### src/rtl/load_store_unit.sv
// load_store_unit: RV32I load/store unit, one request in flight, in front of a one-cycle-latency word RAM.
// Optional build macro LSU_MISALIGN_CHECK_EN rejects misaligned or illegal-funct3 requests with rsp_err_o.
module load_store_unit #(
    parameter int ADDR_W = 8
) (
    input  logic              clk_i,
    input  logic              reset_i,
    input  logic              req_valid_i,
    output logic              req_ready_o,
    input  logic              req_we_i,
    input  logic [2:0]        req_funct3_i,
    input  logic [31:0]       req_addr_i,
    input  logic [31:0]       req_wdata_i,
    output logic              rsp_valid_o,
    input  logic              rsp_ready_i,
    output logic [31:0]       rsp_rdata_o,
    output logic              rsp_err_o,
    output logic              mem_en_o,
    output logic              mem_we_o,
    output logic [3:0]        mem_be_o,
    output logic [ADDR_W-1:0] mem_addr_o,
    output logic [31:0]       mem_wdata_o,
    input  logic [31:0]       mem_rdata_i,
    output logic [1:0]        state_o
);

    // Handshakes: a transfer happens on a rising edge where valid and ready are both 1;
    // the producer holds valid and payload stable until then, ready never depends on valid.
    typedef enum logic [1:0] {IDLE, ACCESS, LOAD, RESP} state_e;
    typedef enum logic [1:0] {SZ_B, SZ_H, SZ_W} size_e;

    // Store funct3 1xx is illegal, so only loads use bit 2 (unsigned) with byte/half sizes.
    function automatic size_e size_of(input logic we, input logic [2:0] f3);
        if (f3[1:0] == 2'b00 && !(we && f3[2])) return SZ_B;
        if (f3[1:0] == 2'b01 && !(we && f3[2])) return SZ_H;
        return SZ_W;
    endfunction

    state_e            state_q, state_d;
    logic              we_q, we_d;
    logic [2:0]        f3_q, f3_d;
    logic [ADDR_W+1:0] addr_q, addr_d;
    logic [31:0]       wdata_q, wdata_d;
    logic [31:0]       rdata_q, rdata_d;
    logic              err_q, err_d;
    logic              req_err;
    size_e             size_q;
    logic [7:0]        ld_byte;
    logic [15:0]       ld_half;
    logic [31:0]       ld_data;
    logic [3:0]        st_be;
    logic [31:0]       st_wdata;
    logic              unused_addr;

    assign unused_addr = ^req_addr_i[31:ADDR_W+2];

`ifdef LSU_MISALIGN_CHECK_EN
    size_e req_size;
    logic  req_illegal;
    logic  req_misal;

    always_comb begin
        req_size    = size_of(req_we_i, req_funct3_i);
        req_illegal = req_we_i ? (req_funct3_i > 3'd2)
                               : (req_funct3_i == 3'd3 || req_funct3_i[2:1] == 2'b11);
        req_misal   = (req_size == SZ_H && req_addr_i[0]) ||
                      (req_size == SZ_W && req_addr_i[1:0] != 2'b00);
        req_err     = req_illegal || req_misal;
    end
`else
    assign req_err = 1'b0;
`endif

    assign size_q = size_of(we_q, f3_q);

    always_comb begin
        ld_byte = mem_rdata_i[{addr_q[1:0], 3'b000} +: 8];
        ld_half = addr_q[1] ? mem_rdata_i[31:16] : mem_rdata_i[15:0];
        case (size_q)
            SZ_B:    ld_data = f3_q[2] ? {24'b0, ld_byte} : {{24{ld_byte[7]}}, ld_byte};
            SZ_H:    ld_data = f3_q[2] ? {16'b0, ld_half} : {{16{ld_half[15]}}, ld_half};
            default: ld_data = mem_rdata_i;
        endcase
    end

    always_comb begin
        case (size_q)
            SZ_B: begin
                st_be    = 4'b0001 << addr_q[1:0];
                st_wdata = {4{wdata_q[7:0]}};
            end
            SZ_H: begin
                st_be    = addr_q[1] ? 4'b1100 : 4'b0011;
                st_wdata = {2{wdata_q[15:0]}};
            end
            default: begin
                st_be    = 4'b1111;
                st_wdata = wdata_q;
            end
        endcase
    end

    always_comb begin
        state_d     = state_q;
        we_d        = we_q;
        f3_d        = f3_q;
        addr_d      = addr_q;
        wdata_d     = wdata_q;
        rdata_d     = rdata_q;
        err_d       = err_q;
        req_ready_o = 1'b0;
        case (state_q)
            IDLE: begin
                req_ready_o = reset_i;
                if (req_valid_i && req_ready_o) begin
                    we_d    = req_we_i;
                    f3_d    = req_funct3_i;
                    addr_d  = req_addr_i[ADDR_W+1:0];
                    wdata_d = req_wdata_i;
                    rdata_d = 32'b0;
                    err_d   = req_err;
                    state_d = req_err ? RESP : ACCESS;
                end
            end
            ACCESS: state_d = we_q ? RESP : LOAD;
            LOAD: begin
                rdata_d = ld_data;
                state_d = RESP;
            end
            RESP: if (rsp_ready_i) state_d = IDLE;
            default: state_d = IDLE;
        endcase
    end

    always_ff @(posedge clk_i or negedge reset_i) begin
        if (!reset_i) begin
            state_q <= IDLE;
            we_q    <= 1'b0;
            f3_q    <= 3'b0;
            addr_q  <= '0;
            wdata_q <= 32'b0;
            rdata_q <= 32'b0;
            err_q   <= 1'b0;
        end else begin
            state_q <= state_d;
            we_q    <= we_d;
            f3_q    <= f3_d;
            addr_q  <= addr_d;
            wdata_q <= wdata_d;
            rdata_q <= rdata_d;
            err_q   <= err_d;
        end
    end

    // RAM-side outputs are forced to zero outside ACCESS so reset clears them immediately.
    assign mem_en_o    = (state_q == ACCESS);
    assign mem_we_o    = mem_en_o && we_q;
    assign mem_be_o    = mem_en_o ? (we_q ? st_be : 4'b1111) : 4'b0000;
    assign mem_addr_o  = mem_en_o ? addr_q[ADDR_W+1:2] : '0;
    assign mem_wdata_o = mem_en_o ? st_wdata : 32'b0;
    assign rsp_valid_o = (state_q == RESP);
    assign rsp_rdata_o = rdata_q;
    assign rsp_err_o   = err_q;
    assign state_o     = state_q;

endmodule

### config.mk
export PLATFORM = sky130hd
export DESIGN_NAME = load_store_unit
export DESIGN_NICKNAME = d
export VERILOG_FILES = /design/src/rtl/load_store_unit.sv
export SDC_FILE = /design/constraint.sdc
export NUM_CORES = 1
export LEC_CHECK = 0
export ABC_AREA = 1
export CAP_MARGIN = 20
export CELL_PAD_IN_SITES_DETAIL_PLACEMENT = 1
export CELL_PAD_IN_SITES_GLOBAL_PLACEMENT = 1
export CORE_MARGIN = 8
export CORE_UTILIZATION = 27
export DETAILED_ROUTE_END_ITERATION = 7
export PLACE_DENSITY = 0.8
export SLEW_MARGIN = 20
export SYNTH_ARGS = -nofsm -noshare
export SYNTH_HDL_FRONTEND = slang
export SYNTH_SLANG_ARGS = --single-unit
### constraint.sdc
create_clock -name clk_i -period 1.4 [get_ports clk_i]
set_input_delay 0.28 -clock clk_i [delete_from_list [all_inputs] [get_ports clk_i]]
set_output_delay 0.28 -clock clk_i [all_outputs]
set_load 0.02 [all_outputs]
Word level (Yosys, flattened, before mapping)
Index checks and enable logic that the tools add are counted.
Operators by class
  reduce and logical (&&, ||, !) cells: 13
  muxes and demuxes: 25
  equality and inequality tests: 7
  shifts and indexed selects: 2
Operator list (number)
  32-bit one-hot mux with 2 select lines: 3
  32-bit two-way mux: 4
  32-bit by 6-bit indexed part select with 8-bit output: 1
  16-bit two-way mux: 1
  2-bit two-way mux: 6
  4-bit two-way mux: 3
  8-bit two-way mux: 1
  2-bit one-hot mux with 4 select lines: 1
  4-bit one-hot mux with 2 select lines: 1
  2-bit by 1-bit equality test with 1-bit output (second input constant): 3
  2-bit logical NOT: 3
  2-bit AND reduction: 3
  1-bit logical AND: 5
  1-bit two-way mux: 5
  2-bit equality test (second input constant): 2
  1-bit by 2-bit left shift with 4-bit output (first input constant): 1
  2-bit by 1-bit != test with 1-bit output (second input constant): 1
  2-bit != test (second input constant): 1
  2-bit nonzero test: 1
  1-bit logical NOT: 1
Word-level totals
  input bits: 104
  word-level logic and storage cells: 53
  register bits after elaboration: 80
  output and inout bits: 83

Longest topological paths before layout
  word-level depth: 11
  depth in mapped cells: 10
  gate-level depth less buffers: 8

Worst setup path before layout
OpenSTA, ideal clock, no wires.
  kind: register to output
  from: register state_q[1], in the netlist state_o[1]
  to: output port mem_wdata_o[10]
  path buffers: 2
  data required time: 1.120 ns
  slack: -0.699 ns
  stages on the path, launching flop included: 7
  data arrival time: 1.819 ns
  cells stage by stage: dfrtp_1 -> inv_1 -> ha_1 -> clkbuf_1 -> clkbuf_1 -> o31ai_1 -> a21oi_1
On the way
  cells in the longest elaborated chain, start to end: 2
Ends and longest elaborated chain
  start: declaration: line 39  | state_e state_q, state_d;
  start signal: assignment: line 145  | state_q <= state_d;
  2-bit by 1-bit equality test with 1-bit output: line 156  | assign mem_en_o = (state_q == ACCESS);
  named net mem_en_o: line 18  | output logic mem_en_o,
  32-bit two-way mux: line 160  | assign mem_wdata_o = mem_en_o ? st_wdata : 32'b0;
  end: declaration: line 22  | output logic [31:0] mem_wdata_o,
The timed path passes the listed nets, and every way through them passes these cells.

Worst setup path after layout
  from: register we_q
  to: output port mem_wdata_o[8]
On the way
  cells in the longest elaborated chain, start to end: 10
  elaborated cells on any way between the ends: 14
  those cells by class: eq/ne (1); mux (8); reduce/logical (5)
Ends and longest elaborated chain
  start: declaration: line 40  | logic we_q, we_d;
  start signal: assignment: line 146  | we_q <= we_d;
  1-bit logical AND (*): line 34, 35
  1-bit logical NOT (*): line 34, 35
  1-bit logical AND: line 35  | if (f3[1:0] == 2'b01 && !(we && f3[2])) return SZ_H;
  1-bit two-way mux (2 in series): line 35
  2-bit two-way mux: line 36  | return SZ_W;
  2-bit two-way mux (*): line 35
  2-bit by 1-bit equality test with 1-bit output or 2-bit logical NOT (tied branches): line 87  | case (size_q)
  32-bit one-hot mux with 2 select lines (*): line 87
  32-bit two-way mux (*): line 160
Every way passes the cells marked *; elsewhere a longest branch is shown, timed or not. The select of a mux whose other input is x is not followed.

==> run metrics <==
outcome=complete, but fails checks; failing checks=setup timing; number of buffers created by CTS=9; actual slew at the worst max-slew pin=approximately 0.54 ns; commonest non-fill, non-tap cell in the layout=nand2_1; crit path max fanout=7; EDFF count, synth=0; Req. time, crit path=1.12 ns; reg2reg end=wdata_q[6]; placed insts=around 1,000; area delta synth->final=117%; clock-pin slew on the worst setup and hold paths=~0.070 ns; WHS=around 0.030 ns; Max Fclk=between 400 and 500 MHz; Fillers=between 1,500 and 2,000; setup ws final=-0.732 ns; Clock Root Buffer=clkbuf_16; share of flip-flops with an asynchronous set or reset=100%; initial antenna violation count=1; clk sink count=80; register area=roughly 2000 sq um; DRT iter0 DRCs=between 200 and 300; Max Cap Viol=0; core footprint=15,900 sq um; # DRC=0; global route total overflow=0; Netlist Area Pre-Place=about 4400 sq um; worst path arrival time=1.85 ns; synthesized net count=approximately 740; Placed Area=7070 sq um; Final Total Pwr=between 20 and 30 mW; min cycle time layout=roughly 2.1 ns; Buffers on Ports=approximately 160; fin cells=around 1,100; multi-input logic area=3320 sq um; vias per std cell=~5.0; Leak=between 4 and 5 nW; max incr delay on CP=about 0.41 ns; CP Capture Type=output pin; RSZ-0062 raised after global routing=true; WS Path Type=reg2out; Ant. Diodes=0; hpwl dp=around 14,000 um; post-synthesis sequential area ratio=between 40% and 50%; post-route cell area=roughly 9600 sq um; FF-to-FF setup slack=-0.53 ns; relative max-transition margin=63.9%; #FFs+latches synth=80; drt pass-1 iters=4; H-tree depth=3; global-route wire length before repair=about 38,000 um; Mapped Avg Cell Area=between 7 and 8 sq um; Yosys cell types=29; I/O pin count=approximately 190; Die X=~140 um; Hold Fails Final Rpt=0; hold crit path type=in2async; post-layout util=between 50% and 60%; Routability Congestion=a little under 0.8; Setup TNS=-60.56 ns; remaining antenna violation count after routing=0; Starting Density=~28%; layout cell share with drive strength beyond 1=53.5%; largest net degree at the start of global routing=39; Final Max Slew Viols=0; count of standard-cell rows=46; Vias=around 5,700; final setup fails=between 100 and 150; Cell Chain, Critical Path=nand2_2, nand2_8, buf_12, o31ai_4, buf_4, a21oi_4, buf_6; Routed wire per std cell=roughly 25 um; Die Y=between 100 and 150 um; reg2reg path depth=13; power per standard cell area=2610 nW/um^2; Worst IR Drop VDD=1.23 mV; CTS Buffer Depth=2; YS warnings=0; die footprint=between 20,000 and 25,000 sq um; crit path launch type=register; most frequent cells in the layout=130 x nand2_1, 91 x buf_6, 89 x nand2_2, 80 x clkdlybuf4s50_1, 78 x dfrtp_1; final worst path period share=152%; Gate Count Post-Synth=627; vias in the first global route=between 6,000 and 7,000; Synth Flop Type=dfrtp_1; post-layout net count=slightly above 1,000; Layout Skew=~0.015 ns; CTS tree=built; Worst R2R Start=state_o[0]; Crit-path slowest cell=dfrtp_1; wirelength, routed=around 28,000 um; worst-skew pair later-pin latency=0.36 ns; DP Worst Slack=-0.783 ns; GRT Util Overall=24.6%
[power by group]
part	total, mW	leakage, nW	switching (mW)	internal [mW]
sequential	4.41	1.00	1.02	3.39
combinational	18.1	3.50	10.2	7.91
clock	2.52	0.139	1.13	1.39
[routing by layer]
| metal | vias up | part of all wire, % | track usage [%] |
|---|---|---|---|
| li1 | 2524 | - | - |
| met1 | 2846 | 37 | 26.3 |
| met2 | 239 | 52 | 44.0 |
| met3 | 89 | 6.6 | 7.43 |
| met4 | 2 | 5.1 | 10.6 |
| met5 | - | 0.061 | 0 |
[registers in the layout, indices dropped and copies added (netlist names)]
signal       cells
rsp_rdata_o     32
wdata_q         32
addr_q          10
f3_q             3
state_o          2
we_q             1
[worst max-delay path: cells and delay by family (launching register included)]
family	cells	cell delay (ns)
buffers and inverters	3	0.48
AND/OR/NAND/NOR	2	0.24
flip-flops	1	0.41
AO/OA/AOI/OAI	2	0.35
[repair_timing]
item                       CTS  global route
hold endpoints to repair     9             0
setup buffers               43            31
gates cloned                19             2
hold buffers                 1             0
pin swaps                   47            72
gates resized for setup    530           240
setup endpoints to repair  162           134
[cells by family (layout without fill, tap and decap cells)]
family | Yosys count | after routing | synth area share (%)
adders and majority gates | 4 | 4 | 1.13
AOI/OAI and AO/OA | 95 | 95 | 11.3
buffers and inverters | 98 | 387 | 9.64
other | 1 | 1 | 0.0850
and+or+nand+nor | 349 | 350 | 32.5
DFF | 80 | 80 | 45.4
[synth_stat cells, drive strengths merged, types with 2 or more instances]
cell	count	area (sq um)
inv	62	233
a21oi	36	180
dfrtp	80	2000
nor2	57	224
o21ai	50	250
o31ai	6	45.0
clkbuf	18	67.6
nand4	3	33.8
buf	17	116
nand3	8	45.0
o211ai	2	15.0
nor3	6	30.0
nand3b	5	37.5
ha	4	50.1
nand2	270	1060
[final cells by class]
type                       count  area share [%]
inverter                      63            2.94
clock buffer                  10            2.39
sequential                    80            21.0
multi-input combinational    450            34.7
clock inverter                 6           0.707
tap                          216            2.83
timing repair inverter         1          0.0654
timing repair buffer         307            35.4
[worst max path at each step]
stage	startpoint	endpoint	slack, ns
after global routing	we_q	mem_wdata_o[24]	-0.76
after CTS	we_q	mem_wdata_o[10]	-0.64
final	we_q	mem_wdata_o[8]	-0.73
after floorplan	state_o[1]	mem_wdata_o[10]	-0.21
after global placement	we_q	mem_wdata_o[15]	-0.72
after detailed placement	we_q	mem_wdata_o[15]	-0.78
(Power assumes the default switching activity.)
